[src/rtl/exposure_sequencer.sv]
// exposure_sequencer: runs one UV exposure (intensity write, timed ON/OFF pulses, zero write) per start.
// Build option: define SOFT_START_EN to add a half-intensity soft-start hold before the first ON phase.
module exposure_sequencer #(
    parameter int unsigned TICK_DIV   = 16000,
    parameter int unsigned TIME_W     = 16,
    parameter int unsigned REP_W      = 8,
    parameter int unsigned INT_MAX    = 100,
    parameter int unsigned I2C_ACK_TO = 8,
    parameter int unsigned SOFT_MS    = 50
) (
    input  logic              clk,
    input  logic              rst,
    input  logic              start,
    input  logic              abort,
    input  logic [TIME_W-1:0] on_time,
    input  logic [TIME_W-1:0] off_time,
    input  logic [REP_W-1:0]  repetitions,
    input  logic [7:0]        intensity,
    input  logic              i2c_ready,
    output logic              i2c_enable,
    output logic [7:0]        i2c_data,
    output logic              uv_en,
    output logic              busy,
    output logic              done,
    output logic [REP_W-1:0]  rep_count
);

    localparam int unsigned PRE_W = (TICK_DIV > 1) ? $clog2(TICK_DIV) : 1;
    localparam int unsigned ACK_W = (I2C_ACK_TO > 1) ? $clog2(I2C_ACK_TO) : 1;
    localparam logic [PRE_W-1:0]  PRE_LAST  = PRE_W'(TICK_DIV - 1);
    localparam logic [ACK_W-1:0]  ACK_LAST  = ACK_W'(I2C_ACK_TO - 1);
    localparam logic [7:0]        INT_CLAMP = 8'(INT_MAX);
    localparam logic [TIME_W-1:0] SOFT_T    = TIME_W'(SOFT_MS);

`ifdef SOFT_START_EN
    typedef enum logic [3:0] {IDLE, WR_INT, WAIT_WR, SOFT, ON, OFF, WR_ZERO, WAIT_ZERO, DONE} state_t;
`else
    typedef enum logic [3:0] {IDLE, WR_INT, WAIT_WR, ON, OFF, WR_ZERO, WAIT_ZERO, DONE} state_t;
`endif

    state_t            state_q, state_d;
    logic [TIME_W-1:0] on_q, on_d, off_q, off_d, ms_q, ms_d;
    logic [REP_W-1:0]  reps_q, reps_d, rep_count_d;
    logic [7:0]        lvl_q, lvl_d, i2c_data_d;
    logic [PRE_W-1:0]  pre_q, pre_d;
    logic [ACK_W-1:0]  wcnt_q, wcnt_d;
    logic              seen_low_q, seen_low_d, abort_pend_q, abort_pend_d;
    logic              i2c_enable_d, uv_en_d, busy_d, done_d;
`ifdef SOFT_START_EN
    logic              soft_pend_q, soft_pend_d;
`endif

    logic [TIME_W-1:0] phase_ms, ms_adv;
    logic [PRE_W-1:0]  pre_adv;
    logic              phase_end, wr_done;
    logic [REP_W-1:0]  rep_inc;
    logic [7:0]        lvl_in;

    // Length of the current timed phase in ms
    always_comb begin
        case (state_q)
            ON:      phase_ms = on_q;
            OFF:     phase_ms = off_q;
            default: phase_ms = SOFT_T;
        endcase
    end

    assign pre_adv   = (pre_q == PRE_LAST) ? '0 : pre_q + PRE_W'(1);
    assign ms_adv    = (pre_q == PRE_LAST) ? ms_q + TIME_W'(1) : ms_q;
    assign phase_end = (phase_ms == '0) || ((pre_q == PRE_LAST) && (ms_q == phase_ms - TIME_W'(1)));
    assign wr_done   = i2c_ready && (seen_low_q || (wcnt_q == ACK_LAST));
    assign rep_inc   = (rep_count == '1) ? rep_count : rep_count + REP_W'(1);
    assign lvl_in    = ((intensity > INT_CLAMP) ? INT_CLAMP : intensity) & 8'h7F;

    // Next-state and next-output logic
    always_comb begin
        state_d      = state_q;
        on_d         = on_q;
        off_d        = off_q;
        reps_d       = reps_q;
        lvl_d        = lvl_q;
        rep_count_d  = rep_count;
        i2c_enable_d = 1'b0;
        i2c_data_d   = i2c_data;
        pre_d        = '0;
        ms_d         = '0;
        wcnt_d       = '0;
        seen_low_d   = 1'b0;
        abort_pend_d = abort_pend_q;
`ifdef SOFT_START_EN
        soft_pend_d  = soft_pend_q;
`endif
        case (state_q)
            IDLE: begin
                if (start && !abort) begin
                    on_d         = on_time;
                    off_d        = off_time;
                    reps_d       = repetitions;
                    lvl_d        = lvl_in;
                    rep_count_d  = '0;
                    abort_pend_d = 1'b0;
`ifdef SOFT_START_EN
                    soft_pend_d  = 1'b1;
`endif
                    state_d      = (repetitions == '0) ? DONE : WR_INT;
                end
            end
            WR_INT: begin
                if (abort) begin
                    state_d = WR_ZERO;
                end else if (i2c_ready) begin
                    i2c_enable_d = 1'b1;
`ifdef SOFT_START_EN
                    i2c_data_d   = soft_pend_q ? (lvl_q >> 1) : lvl_q;
`else
                    i2c_data_d   = lvl_q;
`endif
                    state_d      = WAIT_WR;
                end
            end
            WAIT_WR: begin
                if (abort) abort_pend_d = 1'b1;
                if (wr_done) begin
                    if (abort || abort_pend_q) state_d = WR_ZERO;
`ifdef SOFT_START_EN
                    else if (soft_pend_q) state_d = SOFT;
`endif
                    else state_d = ON;
                end else begin
                    wcnt_d     = wcnt_q + ACK_W'(1);
                    seen_low_d = seen_low_q | ~i2c_ready;
                end
            end
`ifdef SOFT_START_EN
            SOFT: begin
                if (abort) begin
                    state_d = WR_ZERO;
                end else if (phase_end) begin
                    soft_pend_d = 1'b0;
                    state_d     = WR_INT;
                end else begin
                    pre_d = pre_adv;
                    ms_d  = ms_adv;
                end
            end
`endif
            ON: begin
                if (abort) begin
                    state_d = WR_ZERO;
                end else if (phase_end) begin
                    rep_count_d = rep_inc;
                    if (rep_inc == reps_q) state_d = WR_ZERO;
                    else if (off_q == '0)  state_d = ON;
                    else                   state_d = OFF;
                end else begin
                    pre_d = pre_adv;
                    ms_d  = ms_adv;
                end
            end
            OFF: begin
                if (abort) begin
                    state_d = WR_ZERO;
                end else if (phase_end) begin
                    state_d = ON;
                end else begin
                    pre_d = pre_adv;
                    ms_d  = ms_adv;
                end
            end
            WR_ZERO: begin
                if (i2c_ready) begin
                    i2c_enable_d = 1'b1;
                    i2c_data_d   = '0;
                    state_d      = WAIT_ZERO;
                end
            end
            WAIT_ZERO: begin
                if (wr_done) begin
                    state_d = DONE;
                end else begin
                    wcnt_d     = wcnt_q + ACK_W'(1);
                    seen_low_d = seen_low_q | ~i2c_ready;
                end
            end
            DONE:    state_d = IDLE;
            default: state_d = IDLE;
        endcase

        busy_d = (state_d != IDLE);
        done_d = (state_d == DONE);
`ifdef SOFT_START_EN
        uv_en_d = ((state_d == ON) && (on_q != '0)) || (state_d == SOFT) ||
                  (((state_d == WR_INT) || (state_d == WAIT_WR)) && !soft_pend_d && !abort_pend_d);
`else
        uv_en_d = (state_d == ON) && (on_q != '0);
`endif
    end

    // State, datapath and output registers
    always_ff @(posedge clk) begin
        if (rst) begin
            state_q      <= IDLE;
            on_q         <= '0;
            off_q        <= '0;
            reps_q       <= '0;
            lvl_q        <= '0;
            pre_q        <= '0;
            ms_q         <= '0;
            wcnt_q       <= '0;
            seen_low_q   <= 1'b0;
            abort_pend_q <= 1'b0;
            i2c_enable   <= 1'b0;
            i2c_data     <= '0;
            uv_en        <= 1'b0;
            busy         <= 1'b0;
            done         <= 1'b0;
            rep_count    <= '0;
`ifdef SOFT_START_EN
            soft_pend_q  <= 1'b0;
`endif
        end else begin
            state_q      <= state_d;
            on_q         <= on_d;
            off_q        <= off_d;
            reps_q       <= reps_d;
            lvl_q        <= lvl_d;
            pre_q        <= pre_d;
            ms_q         <= ms_d;
            wcnt_q       <= wcnt_d;
            seen_low_q   <= seen_low_d;
            abort_pend_q <= abort_pend_d;
            i2c_enable   <= i2c_enable_d;
            i2c_data     <= i2c_data_d;
            uv_en        <= uv_en_d;
            busy         <= busy_d;
            done         <= done_d;
            rep_count    <= rep_count_d;
`ifdef SOFT_START_EN
            soft_pend_q  <= soft_pend_d;
`endif
        end
    end

endmodule

[config.mk]
export PLATFORM = sky130hd
export DESIGN_NAME = exposure_sequencer
export DESIGN_NICKNAME = d
export VERILOG_FILES = /design/src/rtl/exposure_sequencer.sv
export SDC_FILE = /design/constraint.sdc
export NUM_CORES = 1
export LEC_CHECK = 0
export ABC_CLOCK_PERIOD_IN_PS = 4540
export CAP_MARGIN = 10
export CORE_MARGIN = 2
export CORE_UTILIZATION = 55
export CTS_CLUSTER_DIAMETER = 120
export CTS_CLUSTER_SIZE = 24
export DETAILED_ROUTE_END_ITERATION = 12
export HOLD_SLACK_MARGIN = 0.05
export PLACE_DENSITY = 0.86
export SLEW_MARGIN = 20
export SYNTH_ARGS = -nofsm -noshare
export SYNTH_HDL_FRONTEND = slang
export SYNTH_SLANG_ARGS = --single-unit
[constraint.sdc]
create_clock -name clk -period 4.54 [get_ports clk]
set_clock_uncertainty 0.15 [all_clocks]
set_input_delay 0.681 -clock clk [delete_from_list [all_inputs] [get_ports clk]]
set_output_delay 0.681 -clock clk [all_outputs]
set_load 0.02 [all_outputs]
==> results by group, run 1 <==
Synthesis
  – Main combinational cell family by area after synthesis: simple AND/OR/NAND/NOR gates
  – Syn Area/Cell: just over 8 sq um
  – Post-Syn Area: about 6000 sq um
  – Gate Count Post-Synth: approximately 740
  – Synth area leaders: dfxtp_1, nand2_1, a21oi_1
  – Synth Area in Adders: 1.25%
  – Cell taking the most area after synthesis: dfxtp_1
  – Post-Synth XOR/XNOR Area: approximately 8.3%
  – Number of flops mapped to enable cells by yosys: 0
  – Post-synth top area share: between 30% and 40%
  – Compound-gate portion of the synthesized area: 15.0%
  – Post-synthesis mux area share: 0.835%
  – Simple-Gate Fraction of Synth Area: a little over a third
  – Synth async-reset ratio: 0%
  – YS warnings: 0
  – Register area share after synthesis: about a third
  – Main synth FF type: dfxtp_1
  – Flops & latches, synth: approximately 110
  – Count of cell types in the netlist: 80

Worst setup path
  – Critical Path Max Stage Delay: about 0.73 ns
  – Crit Path Category: reg2reg
  – Slowest CP cell: dfxtp_1
  – Worst path cell trace: nor4b_2 > o21bai_1 > clkinv_1 > ha_1 > nand4_1 > or4_1 > xnor2_1 > nor4_1 > a41o_1 > nand2_1 > a311oi_2 > nor2_1
  – Crit path depth: 12
  – Worst r2r dst: state_q[1]$_SDFF_PP0_
  – Crit Path Max Fanout: 23
  – Crit path DAT: 4.28 ns
  – Crit-path leading delay family: simple AND/OR/NAND/NOR gates
  – Worst R2R Setup Slack: between 0.3 and 0.4 ns
  – Buf+Inv Stages, Crit Path: 1
  – CP required: roughly 4.7 ns
  – Critical path capture point type: flop
  – Beginning of the worst register-to-register path: state_q[2]$_SDFF_PP0_
  – R2R cell count: 12
  – CP Launch Type: flop

Placed design
  – Gp weighted congestion: ~0.9
  – Post-detail-place hpwl: between 10000 and 15000 microns
  – Port bufs: between 70 and 80
  – Place WS: roughly 0.52 ns

Floorplan
  – Core area: approximately 11000 sq um
  – Die ar.: 11800 sq um
  – I/O pin count: 73
  – Horiz. Die Dim: 108 microns
  – Starting Density: a little under three fifths
  – Rows: 38
  – Die Y: 108 microns

Clock tree
  – CTS Hold Bufs: 0
  – Number of post-CTS setup repair buffers: 0
  – CTS tree: yes
  – Worst-skew pair later-pin latency: around 0.40 ns
  – Max Buffers Root-to-Sink: 2
  – Clk slew on worst S/H paths: about 0.1 ns
  – # resized after CTS: 0
  – CTS sink count: 105
  – H-tree levels: 3
  – Num CTS Buffers: 9
  – Root Buffer: clkbuf_8

Timing
  – Final hold viol count: 0
  – Worst Setup Slack, final: 0.374 ns
  – Worst slew margin: approximately 33%
  – Final TNS setup: 0 ns
  – Worst slew pin tran: 1.00 ns
  – Setup-failing EPs final: 0
  – Slew Limit Fails: 0
  – Worst Hold Slack: between 0.2 and 0.3 ns
  – Min cycle time layout: ~4.2 ns
  – RSZ-0062 raised after global routing: false
  – Fmax: between 200 and 250 MHz
  – Tcrit/Tclk final: 91.8%

Global routing
  – Global routing usage on met2: a little over two fifths
  – Initial antenna violation count: 0
  – GRT busiest layer: met2
  – Total GRT Usage: a little over a quarter
  – Number of global-route vias before repair: approximately 5200
  – Largest net degree at the start of global routing: between 40 and 50
  – GR Layer Usage met3: just over 5%
  – GR Util met1: a little over a third
  – Gr ovfl total: 0
  – First-pass GRT wire length: 25000 microns

Routing
  – DRT Pass-1 Iters: 5
  – Final wirelength: between 15000 and 20000 microns
  – DR vias/cell: ~6
  – DR DRC count: 0
  – Initial DRC count: 532
  – Routed WL per cell: about 16 microns
  – DRT antenna net count: 0
  – Via Count: between 5000 and 6000

Pwr
  – Power per cell area: 237 nW/um^2
  – Worst vdd ir: around 0.26 mV
  – Tot Pwr: approximately 1.6 mW
  – Leak: roughly 2.3 nW

Cells and area
  – Antenna cells: 0
  – Synthesis-to-finish area growth: 14.8%
  – Nets: ~840
  – Fraction of layout instances using a drive strength above 1: 6.35%
  – Final core occ: between 60 and 70%
  – Most frequent cells in the layout: nand2_1, dfxtp_1, nor2_1
  – Commonest non-fill, non-tap cell in the layout: nand2_1

Min path
  – Hold Crit Class: reg2reg
  – WHS Path Cells: 1
  – Hold path start: wcnt_q[0]$_SDFF_PP0_
  – Hold Path End: wcnt_q[0]$_SDFF_PP0_

Status
  – Status: complete, no violations

Job
  – Max-Cap Viols: 0
## synthesized netlist by cell type, types with 5 or more instances
cell         n
nor3_1      21
nand2b_1     9
clkbuf_1    31
or3_1        7
o21ai_0      9
nand3_1     22
xnor2_1     32
nand4_1     12
a21oi_1     68
and3_1      10
a31oi_1      5
buf_2        6
nand2_1    112
ha_1         6
and2_1       7
mux2i_1      5
xor2_1      25
nor2_1      72
buf_4        6
dfxtp_1    105
nand4bb_1    8
nor4_1      16
nor3b_1     13
nand4b_1    15
a22oi_1      6
inv_1       11
## state kept, by name, summed over array words and instances (netlist names)
signal and count:
ms_q 16, rep_count 8, off_q 16, done 1
pre_q 14, wcnt_q 3, reps_q 8, i2c_data 7
seen_low_q 1, state_q 4, i2c_enable 1, on_q 16
uv_en 1, busy 1, abort_pend_q 1, lvl_q 7
## report_power, final
| part | switching (mW) | internal [mW] |
|---|---|---|
| Sequential | 0.0160 | 0.935 |
| Combinational | 0.0590 | 0.0665 |
| Clock | 0.334 | 0.218 |
## worst register-to-register path: stages, from the launching register on
cell      delay, ns
dfxtp_1        0.73
nor4b_2        0.36
o21bai_1       0.15
clkinv_1       0.09
ha_1           0.33
nand4_1        0.24
or4_1          0.53
xnor2_1        0.17
nor4_1         0.33
a41o_1         0.29
nand2_1        0.09
a311oi_2       0.43
nor2_1         0.14
## metal layers
layer  vias to the layer above  wire length (microns)
li1                       2732                      -
met1                      2624                   6770
met2                       201                   7080
met3                        30                    919
met4                         0                    275
met5                         -                      0
## worst max path at each step
stage,start,to,slack [ns]
6_report,state_q[2]$_SDFF_PP0_,state_q[1]$_SDFF_PP0_,0.37
5_1_grt,state_q[2]$_SDFF_PP0_,state_q[1]$_SDFF_PP0_,0.14
4_1_cts,state_q[2]$_SDFF_PP0_,state_q[1]$_SDFF_PP0_,0.49
3_5_place_dp,state_q[2]$_SDFF_PP0_,state_q[1]$_SDFF_PP0_,0.52
3_3_place_gp,state_q[2]$_SDFF_PP0_,state_q[1]$_SDFF_PP0_,0.72
2_1_floorplan,state_q[0]$_SDFF_PP0_,uv_en$_SDFF_PP0_,0.80
## per-stage QoR
| stage | cells | cell area, sq um |
|---|---|---|
| 2_1_floorplan | 740 | 6000 |
| 3_5_place_dp | 911 | 6710 |
| 3_3_place_gp | 911 | 6710 |
| 5_1_grt | 927 | 6890 |
| 6_report | 927 | 6890 |
| 4_1_cts | 927 | 6890 |
## final cells by class
class | instances | area [sq um]
clock buffers | 11 | 141
clock inverters | 5 | 38.8
fillers | 950 | 3860
inverters | 12 | 45.0
multi-input cells | 576 | 3620
flip-flops and latches | 105 | 2100
well taps | 140 | 175
repair buffers | 78 | 758
## kinds of logic after synthesis
group,count (synthesis)
and+or+nand+nor,371
AOI/OAI and AO/OA,135
DFF,105
buffers and inverters,59
xor gates and xnor gates,57
adders and majority gates,6
muxes,5
other,1
(Power assumes the default switching activity.)
==> inputs of run 2 (changes only) <==
- CORE_ASPECT_RATIO: unset -> 2
- HOLD_SLACK_MARGIN: 0.05 -> 0.03
==> results by group, run 2 (synthesis gave the netlist of run 1 again) <==
Status
  – Status: complete, no violations (unchanged)

Global routing
  – Gr ovfl total: 0 (unchanged)
  – First-pass GRT wire length: 24800 microns (was 25000 microns)
  – Largest net degree at the start of global routing: 64 (was 47)
  – Number of global-route vias before repair: 5124 (was 5224)
  – Total GRT Usage: 26.3% (was 26.7%)
  – Initial antenna violation count: 0 (unchanged)

Pwr
  – Power per cell area: 269 nW/um^2 (was 237 nW/um^2)
  – Net Sw Frac: 23.9% (was 25.1%)
  – Worst vdd ir: 0.252 mV (was 0.258 mV)
  – Sequential share of power: 50.3% (was 58.4%)
  – Logic gate share of total power: 6.7% (was 7.7%)
  – Pint: 1.44 mW (was 1.22 mW)
  – Clock power share: 43.0% (was 33.9%)
  – Leak: 2.33 nW (was 2.26 nW)
  – Switching Power: 452 uW (was 409 uW)

Clock tree
  – Number of post-CTS setup repair buffers: 0 (unchanged)
  – Worst-skew pair later-pin latency: 0.35 ns (was 0.40 ns)
  – CTS sink count: 105 (unchanged)
  – H-tree levels: 3 (unchanged)
  – Max Buffers Root-to-Sink: 2 (unchanged)
  – Num CTS Buffers: 9 (unchanged)
  – CTS tree: yes (unchanged)
  – Clk slew on worst S/H paths: 0.07 ns (was 0.10 ns)
  – Root Buffer: clkbuf_16 (was clkbuf_8)

Min path
  – Hold Crit Class: reg2reg (unchanged)

Routing
  – DR vias/cell: 5.99 (was 6.03)
  – DR DRC count: 0 (unchanged)
  – Via Count: 5568 (was 5587)
  – DRT antenna net count: 0 (unchanged)
  – Routed WL per cell: 16.7 microns (was 16.2 microns)
  – DRT Pass-1 Iters: 5 (unchanged)
  – Final wirelength: 15500 microns (was 15000 microns)
  – Initial DRC count: 538 (was 532)

Placed design
  – Post-detail-place hpwl: 11300 microns (about the same)
  – Gp weighted congestion: 0.906 (was 0.899)
  – Place WS: 0.497 ns (was 0.522 ns)
  – Port bufs: 71 (unchanged)

Timing
  – Setup-failing EPs final: 0 (unchanged)
  – Worst slew margin: 50.0% (was 33.3%)
  – Tcrit/Tclk final: 90.5% (was 91.8%)
  – Min cycle time layout: 4.11 ns (was 4.17 ns)
  – Worst Hold Slack: 0.275 ns (was 0.291 ns)
  – Fmax: 243 MHz (was 240 MHz)
  – Worst Setup Slack, final: 0.431 ns (was 0.374 ns)
  – Worst slew pin tran: 0.749 ns (was 1.00 ns)
  – RSZ-0062 raised after global routing: false (unchanged)
  – Slew Limit Fails: 0 (unchanged)
  – Final TNS setup: 0 ns (unchanged)
  – Final hold viol count: 0 (unchanged)

Cells and area
  – Fraction of layout instances using a drive strength above 1: 6.84% (was 6.35%)
  – Most frequent cells in the layout: nand2_1, dfxtp_1, nor2_1 (unchanged)
  – Regs by FF count: ms_q: 16 flops, off_q: 16 flops, on_q: 16 flops (unchanged)
  – Commonest non-fill, non-tap cell in the layout: nand2_1 (unchanged)
  – Nets: 843 (was 841)
  – Synthesis-to-finish area growth: 17.3% (was 14.8%)
  – Antenna cells: 0 (unchanged)
  – Final core occ: 65.5% (was 64.1%)

Floorplan
  – Rows: 54 (was 38)
  – I/O pin count: 73 (unchanged)
  – Die Y: 152 microns (was 108 microns)
  – Core area: 10700 sq um (about the same)
  – Horiz. Die Dim: 77.8 microns (was 108 microns)
  – Die ar.: 11800 sq um (about the same)
  – Starting Density: 55.8% (about the same)

Worst setup path
  – Critical path capture point type: flop (unchanged)
  – CP required: 4.66 ns (was 4.65 ns)
  – Crit path DAT: 4.23 ns (was 4.28 ns)
  – Slowest CP cell: dfxtp_1 (unchanged)
  – Crit Path Max Fanout: 23 (unchanged)
  – CP Launch Type: flop (unchanged)
  – Worst path cell trace: nor4b_2 > o21bai_1 > clkinv_1 > ha_1 > nand4_1 > or4_1 > xnor2_1 > nor3_2 > nand4_1 > or4b_1 > nand2_1 > nor4b_2 (was nor4b_2 > o21bai_1 > clkinv_1 > ha_1 > nand4_1 > or4_1 > xnor2_1 > nor4_1 > a41o_1 > nand2_1 > a311oi_2 > nor2_1)
  – Critical Path Max Stage Delay: 0.71 ns (was 0.73 ns)
  – Crit Path Category: reg2reg (unchanged)

Job
  – Max-Cap Viols: 0 (unchanged)
run 2: cell count changes in the layout (fill, tap and decap cells not counted):
cell,delta
dfxtp_1,-1
inv_8,+1
clkinv_8,+1
bufinv_16,+1
clkbuf_1,-1
dfxtp_2,+1
inv_6,+1
buf_4,+2
clkinv_4,-2
clkbuf_16,+9
clkbuf_8,-10
run 2: through the flow:
stage	total power, mW	area (sq um)	cells
finish	1.89	7030	929
detailed placement	1.10	6720	913
floorplan	1.03	6000	740
global placement	1.10	6720	913
global route	1.95	7030	929
CTS	1.91	7030	929
run 2: critical path: cells and delay by family, from the launching register on:
kind,cells,cell delay (ns)
xor+xnor,1,0.17
simple gates,8,2.45
fa+ha+maj,1,0.32
buf+inv,1,0.08
flops,1,0.71
compound gates,1,0.14
run 2: routing by layer:
metal  track usage [%]  part of all wire, %  vias to the layer above
li1                  -                    -                     2732
met1              33.1                   43                     2602
met2              43.7                   49                      204
met3              4.09                  5.4                       30
met4              12.4                  2.7                        0
met5                 0                    0                        -
run 2: final timing paths:
check                        start                   end  slack [ns]  depth (start not counted)
max          state_q[2]$_SDFF_PP0_      uv_en$_SDFF_PP0_        0.43                         12
min           wcnt_q[0]$_SDFF_PP0_  wcnt_q[0]$_SDFF_PP0_        0.28                          1
max reg2reg  state_q[2]$_SDFF_PP0_      uv_en$_SDFF_PP0_        0.43                         12
min reg2reg   wcnt_q[0]$_SDFF_PP0_  wcnt_q[0]$_SDFF_PP0_        0.28                          1
run 2: what timing repair did:
item,CTS,global route
gates resized for setup,0,1
endpoints found under the setup margin,0,1
hold buffers,0,0
run 2: power groups by stage:
stage | Combinational (mW) | Clock [mW] | Sequential [mW]
3_5_place_dp | 0.125 | 0 | 0.973
4_1_cts | 0.126 | 0.829 | 0.951
6_report | 0.127 | 0.814 | 0.952
2_1_floorplan | 0.0667 | 0 | 0.965
3_3_place_gp | 0.123 | 0 | 0.972
5_1_grt | 0.138 | 0.857 | 0.953
run 2: final cells by class:
cell class                 count  area (sq um)
fill                         882          3710
inverter                      12          45.0
timing repair buffer          80           773
multi-input combinational    576          3620
tap                          140           175
clock inverter                 7          87.6
clock buffer                   9           225
sequential                   105          2100
